<file path="src/rtl/guard_recovery_ctrl.sv">
// Recovery sequencer: isolates the subordinate, pulses its reset, waits for acknowledge, then clears the guards.
// Optional GUARD_RECOVERY_AUTO_CLEAR_EN: HOLD self-acknowledges after one cycle instead of waiting for sw_clear_i.
module guard_recovery_ctrl #(
  parameter int unsigned ResetCycles    = 16,
  parameter int unsigned IsolateTimeout = 256,
  parameter int unsigned CntWidth       = 16
) (
  input  logic       clk_i,
  input  logic       rst_ni,
  input  logic       wr_reset_req_i,
  input  logic       rd_reset_req_i,
  input  logic       isolated_i,
  input  logic       sw_clear_i,
  output logic       isolate_o,
  output logic       slv_rst_no,
  output logic       reset_clear_o,
  output logic       busy_o,
  output logic       irq_o,
  output logic [1:0] cause_o,
  output logic       isolate_timeout_o,
  output logic [7:0] recovery_cnt_o
);

  typedef enum logic [2:0] {
    IDLE,
    ISOLATE,
    RESET,
    HOLD,
    RELEASE
  } state_e;

  state_e              state_q, state_d;
  logic [CntWidth-1:0] cnt_q, cnt_d;
  logic                isolate_q, isolate_d;
  logic                slv_rst_n_q, slv_rst_n_d;
  logic                reset_clear_q, reset_clear_d;
  logic                busy_q, busy_d;
  logic                irq_q, irq_d;
  logic [1:0]          cause_q, cause_d;
  logic                timeout_q, timeout_d;
  logic [7:0]          rcnt_q, rcnt_d;
  logic                ack;

`ifdef GUARD_RECOVERY_AUTO_CLEAR_EN
  logic unused_sw_clear;
  assign unused_sw_clear = sw_clear_i;
  assign ack = 1'b1;
`else
  assign ack = sw_clear_i;
`endif

  always_comb begin
    state_d   = state_q;
    cnt_d     = cnt_q;
    cause_d   = cause_q;
    timeout_d = timeout_q;
    rcnt_d    = rcnt_q;
    irq_d     = 1'b0;

    unique case (state_q)
      IDLE: begin
        if (wr_reset_req_i | rd_reset_req_i) begin
          cause_d   = {rd_reset_req_i, wr_reset_req_i};
          timeout_d = 1'b0;
          cnt_d     = '0;
          irq_d     = 1'b1;
          state_d   = ISOLATE;
        end
      end
      ISOLATE: begin
        cause_d = cause_q | {rd_reset_req_i, wr_reset_req_i};
        // isolated_i wins over a timeout landing on the same cycle
        if (isolated_i) begin
          cnt_d   = CntWidth'(ResetCycles - 1);
          state_d = RESET;
        end else if (cnt_q == CntWidth'(IsolateTimeout - 1)) begin
          timeout_d = 1'b1;
          cnt_d     = CntWidth'(ResetCycles - 1);
          state_d   = RESET;
        end else begin
          cnt_d = cnt_q + CntWidth'(1);
        end
      end
      RESET: begin
        cause_d = cause_q | {rd_reset_req_i, wr_reset_req_i};
        if (cnt_q == '0) begin
          state_d = HOLD;
        end else begin
          cnt_d = cnt_q - CntWidth'(1);
        end
      end
      HOLD: begin
        cause_d = cause_q | {rd_reset_req_i, wr_reset_req_i};
        if (ack) begin
          state_d = RELEASE;
        end
      end
      RELEASE: begin
        if (rcnt_q != 8'hFF) begin
          rcnt_d = rcnt_q + 8'd1;
        end
        state_d = IDLE;
      end
      default: state_d = IDLE;
    endcase

    // Outputs are registered, so they are decoded from the next state
    busy_d        = (state_d != IDLE);
    isolate_d     = (state_d != IDLE);
    slv_rst_n_d   = (state_d != RESET);
    reset_clear_d = (state_d == RELEASE);
  end

  always_ff @(posedge clk_i) begin
    if (!rst_ni) begin
      state_q       <= IDLE;
      cnt_q         <= '0;
      isolate_q     <= 1'b0;
      slv_rst_n_q   <= 1'b1;
      reset_clear_q <= 1'b0;
      busy_q        <= 1'b0;
      irq_q         <= 1'b0;
      cause_q       <= '0;
      timeout_q     <= 1'b0;
      rcnt_q        <= '0;
    end else begin
      state_q       <= state_d;
      cnt_q         <= cnt_d;
      isolate_q     <= isolate_d;
      slv_rst_n_q   <= slv_rst_n_d;
      reset_clear_q <= reset_clear_d;
      busy_q        <= busy_d;
      irq_q         <= irq_d;
      cause_q       <= cause_d;
      timeout_q     <= timeout_d;
      rcnt_q        <= rcnt_d;
    end
  end

  assign isolate_o         = isolate_q;
  assign slv_rst_no        = slv_rst_n_q;
  assign reset_clear_o     = reset_clear_q;
  assign busy_o            = busy_q;
  assign irq_o             = irq_q;
  assign cause_o           = cause_q;
  assign isolate_timeout_o = timeout_q;
  assign recovery_cnt_o    = rcnt_q;

endmodule

</file>
<file path="config.mk">
export PLATFORM = sky130hd
export DESIGN_NAME = guard_recovery_ctrl
export DESIGN_NICKNAME = d
export VERILOG_FILES = /design/src/rtl/guard_recovery_ctrl.sv
export SDC_FILE = /design/constraint.sdc
export NUM_CORES = 1
export LEC_CHECK = 0
export ABC_AREA = 1
export CAP_MARGIN = 20
export CELL_PAD_IN_SITES_DETAIL_PLACEMENT = 1
export CELL_PAD_IN_SITES_GLOBAL_PLACEMENT = 2
export CORE_MARGIN = 4
export CORE_UTILIZATION = 34
export CTS_CLUSTER_DIAMETER = 60
export DETAILED_ROUTE_END_ITERATION = 6
export PLACE_DENSITY = 0.95
export REMOVE_ABC_BUFFERS = 1
export SETUP_SLACK_MARGIN = 0.3
export SYNTH_ARGS = -nofsm -noshare
export SYNTH_HDL_FRONTEND = slang
export SYNTH_SLANG_ARGS = --single-unit
export TNS_END_PERCENT = 1
</file>
<file path="constraint.sdc">
create_clock -name clk_i -period 3.7 [get_ports clk_i]
set_input_delay 0.37 -clock clk_i [delete_from_list [all_inputs] [get_ports clk_i]]
set_output_delay 0.37 -clock clk_i [all_outputs]
set_load 0.01 [all_outputs]
</file>
Word-level counts from Yosys, hierarchy flattened
Index checks and enable logic that the tools add are counted.
W data, S select, Z words.
- flip-flop bits (word level): 34
- bits of input ports: 6
- output and inout bits: 16
- logic and storage cells: 56
- add/subtract/negate cells: 3
- equal/unequal tests: 12
- muxes and demuxes: 18
- bitwise operators: 2
- reductions and logical operators: 12
- operator list (operator ; count):
    $mux W16 ; 4
    $pmux W16 S3 ; 1
    $add A16 B1 Y16 const B ; 1
    $eq A16 B8 Y1 const B ; 1
    $logic_not A16 Y1 ; 1
    $sub A16 B1 Y16 const B ; 1
    $mux W3 ; 5
    $pmux W3 S4 ; 1
    $add A8 B1 Y8 const B ; 1
    $ne A2 B2 Y1 const B ; 4
    $ne A8 B8 Y1 const B ; 1
    $eq A3 B2 Y1 const B ; 2
    $eq A3 B3 Y1 const B ; 2
    $reduce_and A2 Y1 ; 3
    $reduce_bool A3 Y1 ; 2
    $mux W1 ; 4
    $pmux W2 S2 ; 1
    $reduce_and A4 Y1 ; 1
    $reduce_bool A2 Y1 ; 2
    $eq A3 B1 Y1 const B ; 1
    $logic_not A3 Y1 ; 1
    $ne A3 B2 Y1 const B ; 1
    $reduce_and A3 Y1 ; 1
    $reduce_or A3 Y1 ; 1
    other kinds (4) ; 4

Logic depth before layout (Yosys ltp)
- word-level depth: 5
- depth in mapped cells: 11
- mapped depth without buffers: 11

Least setup slack after synthesis
Ideal clock, no wire load.
- path kind: input -> register
- start: in rd_reset_req_i
- end: reg cnt_q[0]
- library setup time: 0.123 ns
- arrival: 1.042 ns
- data required time: 3.577 ns
- path slack: 2.534 ns
- stages: 6
- buffers on the path: 0
- cells stage by stage: nor2_1 -> nand4_1 -> nand3_4 -> inv_2 -> o21ai_0 -> a21oi_1
- longest elaborated chain between the ends: 3
- ends and longest elaborated chain (element ; line ; source):
    start: declaration ; 11 ; input logic rd_reset_req_i,
    $or A1 B1 Y1 ; 62 ; if (wr_reset_req_i | rd_reset_req_i) begin
    $ne A2 B2 Y1 (no source line) ; - ;
    $reduce_and A3 Y1 (no source line) ; - ;
    end signal: assignment ; 128 ; cnt_q <= cnt_d;
    end: declaration ; 33 ; logic [CntWidth-1:0] cnt_q, cnt_d;
Every way passes these cells.
A chain may end at the register's enable or synchronous reset.

Worst setup path after layout
- start: reg state_q[1]
- end: reg cnt_q[6]
- longest elaborated chain between the ends: 3
- elaborated cells between the ends (all ways): 8
- those cells by class: eq/ne: 4; mux: 1; reduce/logical: 3
- ends and longest elaborated chain (element ; line ; source):
    start: declaration ; 32 ; state_e state_q, state_d;
    start signal: assignment ; 127 ; state_q <= state_d;
    $eq A3 B2 Y1 (tied with other cells) ; 60 ; unique case (state_q)
    $ne A2 B2 Y1 (no source line) or $reduce_bool A3 Y1 (tied branches) ; - ;
    $reduce_and A3 Y1 (no source line) ; - ;
Parallel ways exist; a longest one is shown, timed or not.

==> run_results.csv <==
group,metric,value,unit
placement,dpl_cell_area,2675,um^2
global_route,grt_overflow,0,
finish,antenna_cells,0,
yosys,yosys_warnings,0,
clocking,h-tree-depth,2,
power,worst_ir_drop_vdd,0.1516,mV
yosys,synth_cell_types,35,
worst_hold_path,hold_depth,2,
outcome,outcome,"finished clean",
critical_path,worstPathArrival,2.40,ns
finish,utilization,40.11,%
clocking,cts_tree,"done",
placement,io_buffers,21,
finish,syn2layout_area_growth,13.31,%
critical_path,required,3.88,ns
floorplan,die_w,92.80,um
power,p_leak,1.128,nW
finish,nNetsFinal,415,
worst_hold_path,worstHoldPathType,"flop to flop",
yosys,syn_inst,390,
clocking,cts.sinks,34,
critical_path,crit_slowest_cell,"nor3_4",
route,via_per_inst,4.994,
critical_path,r2r_cells,8,
timing,max_freq,0.4505,GHz
yosys,ys_seq_area_share,27.84,%
clocking,cts_buffer_depth,2,
timing,maxSlewHeadroom,37.55,%
finish,multiInputGateArea,1506,um^2
critical_path,slowest_delay,0.50,ns
timing,setup_ws,1.480,ns
finish,finalInstanceArea,2770,um^2
critical_path,crit_type,"flop to flop",
placement,finalWeightedCongestion,0.8128,
finish,layout_commonest_cell,"nand2_1",
timing,finalSetupViolCount,0,
global_route,grt_max_degree,23,
floorplan,start_util,35.40,%
timing,maxSlewViolCount,0,
floorplan,core,6907,um^2
placement,hpwl,5677,um
critical_path,end_kind,"flop",
route,drc,0,
timing,fin_tns_setup,0,ns
route,num_vias,2507,
job,drv_cap,0,
global_route,grt_pass1_wl,12520,um
route,wl,7371,um
clocking,path_clk_slew,0.07,ns
route,firstDrtPassIters,4,
global_route,grt_usage,18.20,%
clocking,cts_resized,0,
yosys,synth.area.top_cells,"dfxtp_1 28%, nand2_1 18%, nor2_1 8.1%",
finish,drive_gt1_share,10.10,%
timing,fin_crit_sh,59.99,%
finish,final_cell_mix,"116 x nand2_1, 53 x nor2_1, 39 x nand3_1",
critical_path,cp-start-kind,"flop",
floorplan,fp.dieH,92.80,um
power,powerDensity,408.5,nW/um^2
clocking,holdBufCountCts,0,
timing,period_minus_slack,2.220,ns
global_route,grt_pass1_vias,2545,
power,power,1.132,mW
finish,regArea,680.7,um^2
yosys,ys_ff_latch,34,
critical_path,reg2reg_from,"state_q[1]",
timing,hold_viol_final,0,
clocking,cts-root-buf,"clkbuf_8",
critical_path,startpoint,"state_q[1]",
critical_path,crit_chain,"inv_1 > nor3_4 > inv_1 > nand2_1 > inv_1 > nor2_4 > nand2_1 > a21oi_1",
route,drt_iter0_drc,68,
finish,nFillCells,979,
worst_hold_path,hp-start,"cause_o[1]",
floorplan,die_area,8612,um^2
timing,rsz0062_at_grt,"false",
global_route,antenna_found_initial,0,
yosys,syn_area,2445,um^2
timing,clock_skew,0.004597,ns
clocking,postCtsSetupRepairBufs,0,
floorplan,ios,22,
yosys,syn_area_per_cell,6.269,um^2
yosys,synth_top_area_share,27.84,%
route,routedWlPerCell,14.68,um
clocking,numCtsBuffers,5,
placement,pre_cts_ws,1.596,ns
floorplan,rows,30,
clocking,clock_latency,0.29,ns
timing,tightest_slew,0.9358,ns
critical_path,worst_path_most_repeated_cell,"inv_1",
critical_path,worst-path-max-fanout,13,
yosys,synth_top_area_cell,"dfxtp_1",
route,drt.antenna.violating_nets,0,
area by class of cell:
| cell class | count | area share (%) |
|---|---|---|
| clock inverter | 2 | 0.4517 |
| clock buffer | 6 | 2.981 |
| sequential | 34 | 24.57 |
| tap | 96 | 4.336 |
| inverter | 42 | 5.691 |
| multi-input combinational | 301 | 54.38 |
| timing repair buffer | 21 | 7.588 |
per-layer routing:
metal | part of all wire (%) | vias to the layer above | track usage [%]
met4 | 1.8 | 0 | 5.250
met2 | 50 | 28 | 31.97
met3 | 2.2 | 13 | 3.574
met5 | 0 | - | 0
li1 | - | 1281 | -
met1 | 46 | 1185 | 22.40
stage by stage:
stage,instances,hold slack (ns)
after floorplan,377,0.4546
after global placement,494,0.4496
after detailed placement,494,0.4586
after CTS,502,0.4700
after global routing,502,0.4884
final,502,0.4683
sequential cells by signal, summed over array words and instances, names as in the netlist:
signal             flops
state_q                3
isolate_timeout_o      1
cause_o                2
cnt_q                 16
slv_rst_no             1
irq_o                  1
busy_o                 1
reset_clear_o          1
recovery_cnt_o         8
critical path, delay by kind of cell (launching register included):
kind                   cells  cell delay (ns)
AOI/OAI and AO/OA          1             0.22
and+or+nand+nor            4             0.99
DFF                        1             0.40
buffers and inverters      3             0.51
synth_stat cells:
master    count
a21oi_1      19
a21oi_2       9
a21oi_4       1
a31o_2        1
a31oi_1       3
buf_12        1
buf_2         4
buf_4         2
buf_6         3
clkbuf_1      3
dfxtp_1      34
ha_1          4
inv_1        37
inv_2         5
nand2_1     116
nand2_2       3
nand2_4       1
nand3_1      39
nand3_2       2
nand3_4       1
nand4_1       4
nor2_1       53
nor2_2        2
nor2_4        4
nor2_8        1
nor3_1        3
nor3_4        1
nor3b_1       2
nor4_1        1
o21ai_0      20
o21ai_1       1
o31ai_1       1
or2_2         2
xnor2_1       2
xor2_1        5
where the power goes:
| part | internal, mW | switching, mW |
|---|---|---|
| Combinational | 0.140 | 0.275 |
| Clock | 0.150 | 0.139 |
| Sequential | 0.391 | 0.0364 |
| Total | 0.680 | 0.451 |
path summary, 6_finish.rpt:
path | endpoint | slack, ns
hold reg to reg | cause_o[1] | 0.47
hold / removal | cause_o[1] | 0.47
setup reg to reg | cnt_q[6] | 1.48
setup / recovery | cnt_q[6] | 1.48
logic make-up after synthesis:
family / count (synthesis) / share of synthesized area [%]
xor+xnor: 7 / 2.508
compound gates: 55 / 13.51
buf+inv: 55 / 10.54
simple gates: 235 / 43.55
flops: 34 / 27.84
fa+ha+maj: 4 / 2.047
Note: power is estimated with default switching activity, not from simulation.
==> edit (config.mk and constraints unchanged) <==
The 5 states of `state_e` get a one-hot encoding in 5 bits.
--- a/src/rtl/guard_recovery_ctrl.sv
+++ b/src/rtl/guard_recovery_ctrl.sv
@@ -23,8 +23,8 @@
 
-  typedef enum logic [2:0] {
-    IDLE,
-    ISOLATE,
-    RESET,
-    HOLD,
-    RELEASE
+  typedef enum logic [4:0] {
+    IDLE    = 5'b00001,
+    ISOLATE = 5'b00010,
+    RESET   = 5'b00100,
+    HOLD    = 5'b01000,
+    RELEASE = 5'b10000
   } state_e;
Behaviour: no difference found for any inputs over 10 cycles, from zero or initial values and one cycle with rst_ni low; not proved beyond that.
==> edit against the original RTL <==
  * Area after synthesis is 4.9% higher
  * Wire length is 5.5% higher
  * Hold slack worse by 0.0011 ns
  * Critical path depth is 1 higher
  * Non-clock buffer count is 1 higher
  * Final area is 3.9% higher
  * Sequential cell count is 2 higher
  * Total power is 6.6% higher
  * Setup slack better by 0.29 ns
  * Fmax is 15% higher
==> edit: results (changes against the original RTL) <==
Outcome
  – Outcome: complete, no violations

Placed design
  – Dpl hpwl: 6.01 mm (+5.9%)
  – Placer Congestion: 0.855 (+5.2%)
  – Placed Instance Area: 2790 µm² (+4.3%)
  – Setup slack at placement: 1.70 ns (+0.101 ns)

Global route
  – First-pass GRT wire length: 13.4 mm (+7.3%)
  – Vias in the first global route: 2,932 (+15%)
  – Largest net degree at the start of global routing: 25 (+8.7%)
  – Overall Global Routing Usage: 18.8% (+0.63 points)

STA
  – Worst Max-Slew Pin Slew: 0.531 ns (-0.404 ns)
  – Clock skew: 0.00331 ns (-0.00129 ns)
  – Min cycle time layout: 1.93 ns (-0.291 ns)

Critical path
  – Reg-to-Reg End: cnt_q[11]
  – Slowest stage cell on the critical path: nor2_4
  – CP max stage delay: 0.35 ns (-0.15 ns)
  – Flop-to-flop setup slack: 1.77 ns (+0.29 ns)
  – Worst Path Arrival: 2.17 ns (-0.23 ns)
  – Critical path fanouts, max: 24 (+11)
  – Number of cells on the worst reg-to-reg path: 9 (+1)
  – Critical path type: reg2reg

Synthesis
  – Area contributors post-synth: dfxtp_1 28%, nand2_1 20%, nor2_1 9.4%
  – Top_reg_cell synth: dfxtp_1
  – Register area share after synthesis: 28.1% (+0.27 points)
  – Top cells by count, synth: 135 x nand2_1, 64 x nor2_1, 50 x inv_1
  – Post-synth cell types: 33 (-5.7%)

Drt
  – Drt first pass iters: 4 (unchanged)
  – Vias per cell: 4.99 (-0.17%)
  – Avg WL per Cell: 14.3 µm (-2.7%)
  – DRT iter0 DRCs: 113 (+66%)

Cells and area
  – Filler cells: 1,041 (+6.3%)
  – Share of layout cells above drive strength 1: 6.97% (-3.1 points)
  – Nets: 454 (+9.4%)
  – Max FFs per register: 16 (unchanged)
  – Top reg by flops: cnt_q

Hold path
  – Hold path startpoint: cause_o[0]

Pwr
  – Pleak: 0.00130 µW (+15%)
  – Peak supply drop: 205 µV (+35%)
  – Switching power: 510 µW (+13%)

Clocking
  – Clock Path Buffers: 2 (unchanged)
-- edit: cell count changes after synthesis, moves of 5 or more --
cell     unedited run  this run
nor2_2              2         8
nand4_1             4         9
nand2_1           116       135
a21oi_2             9         3
nand3_1            39        45
o21ai_0            20        14
inv_1              37        50
nor2_1             53        64
-- edit: worst reg2reg max path: stages, from the launching register on --
cell and delay (ns):
dfxtp_1 0.33, nor2_1 0.21, nand2_1 0.15, nor2_4 0.35, nand3_2 0.17, nand3_4 0.26, inv_2 0.17, nand2_1 0.10
nor2_1 0.04, nor2_1 0.09
-- edit: through the flow --
stage                     hold slack [ns]  cells  total power (µW)
after CTS                           0.470    544              1220
after detailed placement            0.456    536               916
after floorplan                     0.458    415               782
final                               0.467    544              1210
after global routing                0.487    544              1310
after global placement              0.454    536               894
-- edit: power groups by stage --
stage	combinational [µW]	clock [µW]	sequential, µW
detailed placement	422	0	493
global route	487	327	493
CTS	425	309	484
finish	421	301	485
floorplan	303	0	479
global placement	403	0	491
-- edit: worst min-delay path by stage --
stage / to / slack (ns) / depth (start not counted)
6_report: cause_o[0] / 0.47 / 2
5_1_grt: cause_o[0] / 0.49 / 2
4_1_cts: cause_o[0] / 0.47 / 2
3_5_place_dp: cause_o[0] / 0.46 / 2
3_3_place_gp: cause_o[0] / 0.45 / 2
2_1_floorplan: state_q[0] / 0.46 / 1
-- edit: cell type report --
type	instances	area, µm²	area share, %
clock buffers	6	72.6	2.52
flip-flops and latches	36	721	25.0
clock inverters	2	16.3	0.565
multi-input cells	326	1530	53.1
inverters	53	199	6.91
repair buffers	22	218	7.56
well taps	99	124	4.30
-- edit: cells by family after synthesis --
kind of cell / Yosys count / synth area share, %
compound gates: 41 / 8.69
xor+xnor: 6 / 2.05
fa+ha+maj: 4 / 1.95
buf+inv: 68 / 12.2
flops: 36 / 28.1
simple gates: 275 / 47.0
-- edit: layer usage --
layer / track usage [%] / part of all wire, % / vias up
li1: - / - / 1377
met1: 23.1 / 46 / 1289
met2: 33.6 / 49 / 35
met3: 3.59 / 3.0 / 11
met4: 4.81 / 1.5 / 0
met5: 0 / 0 / -
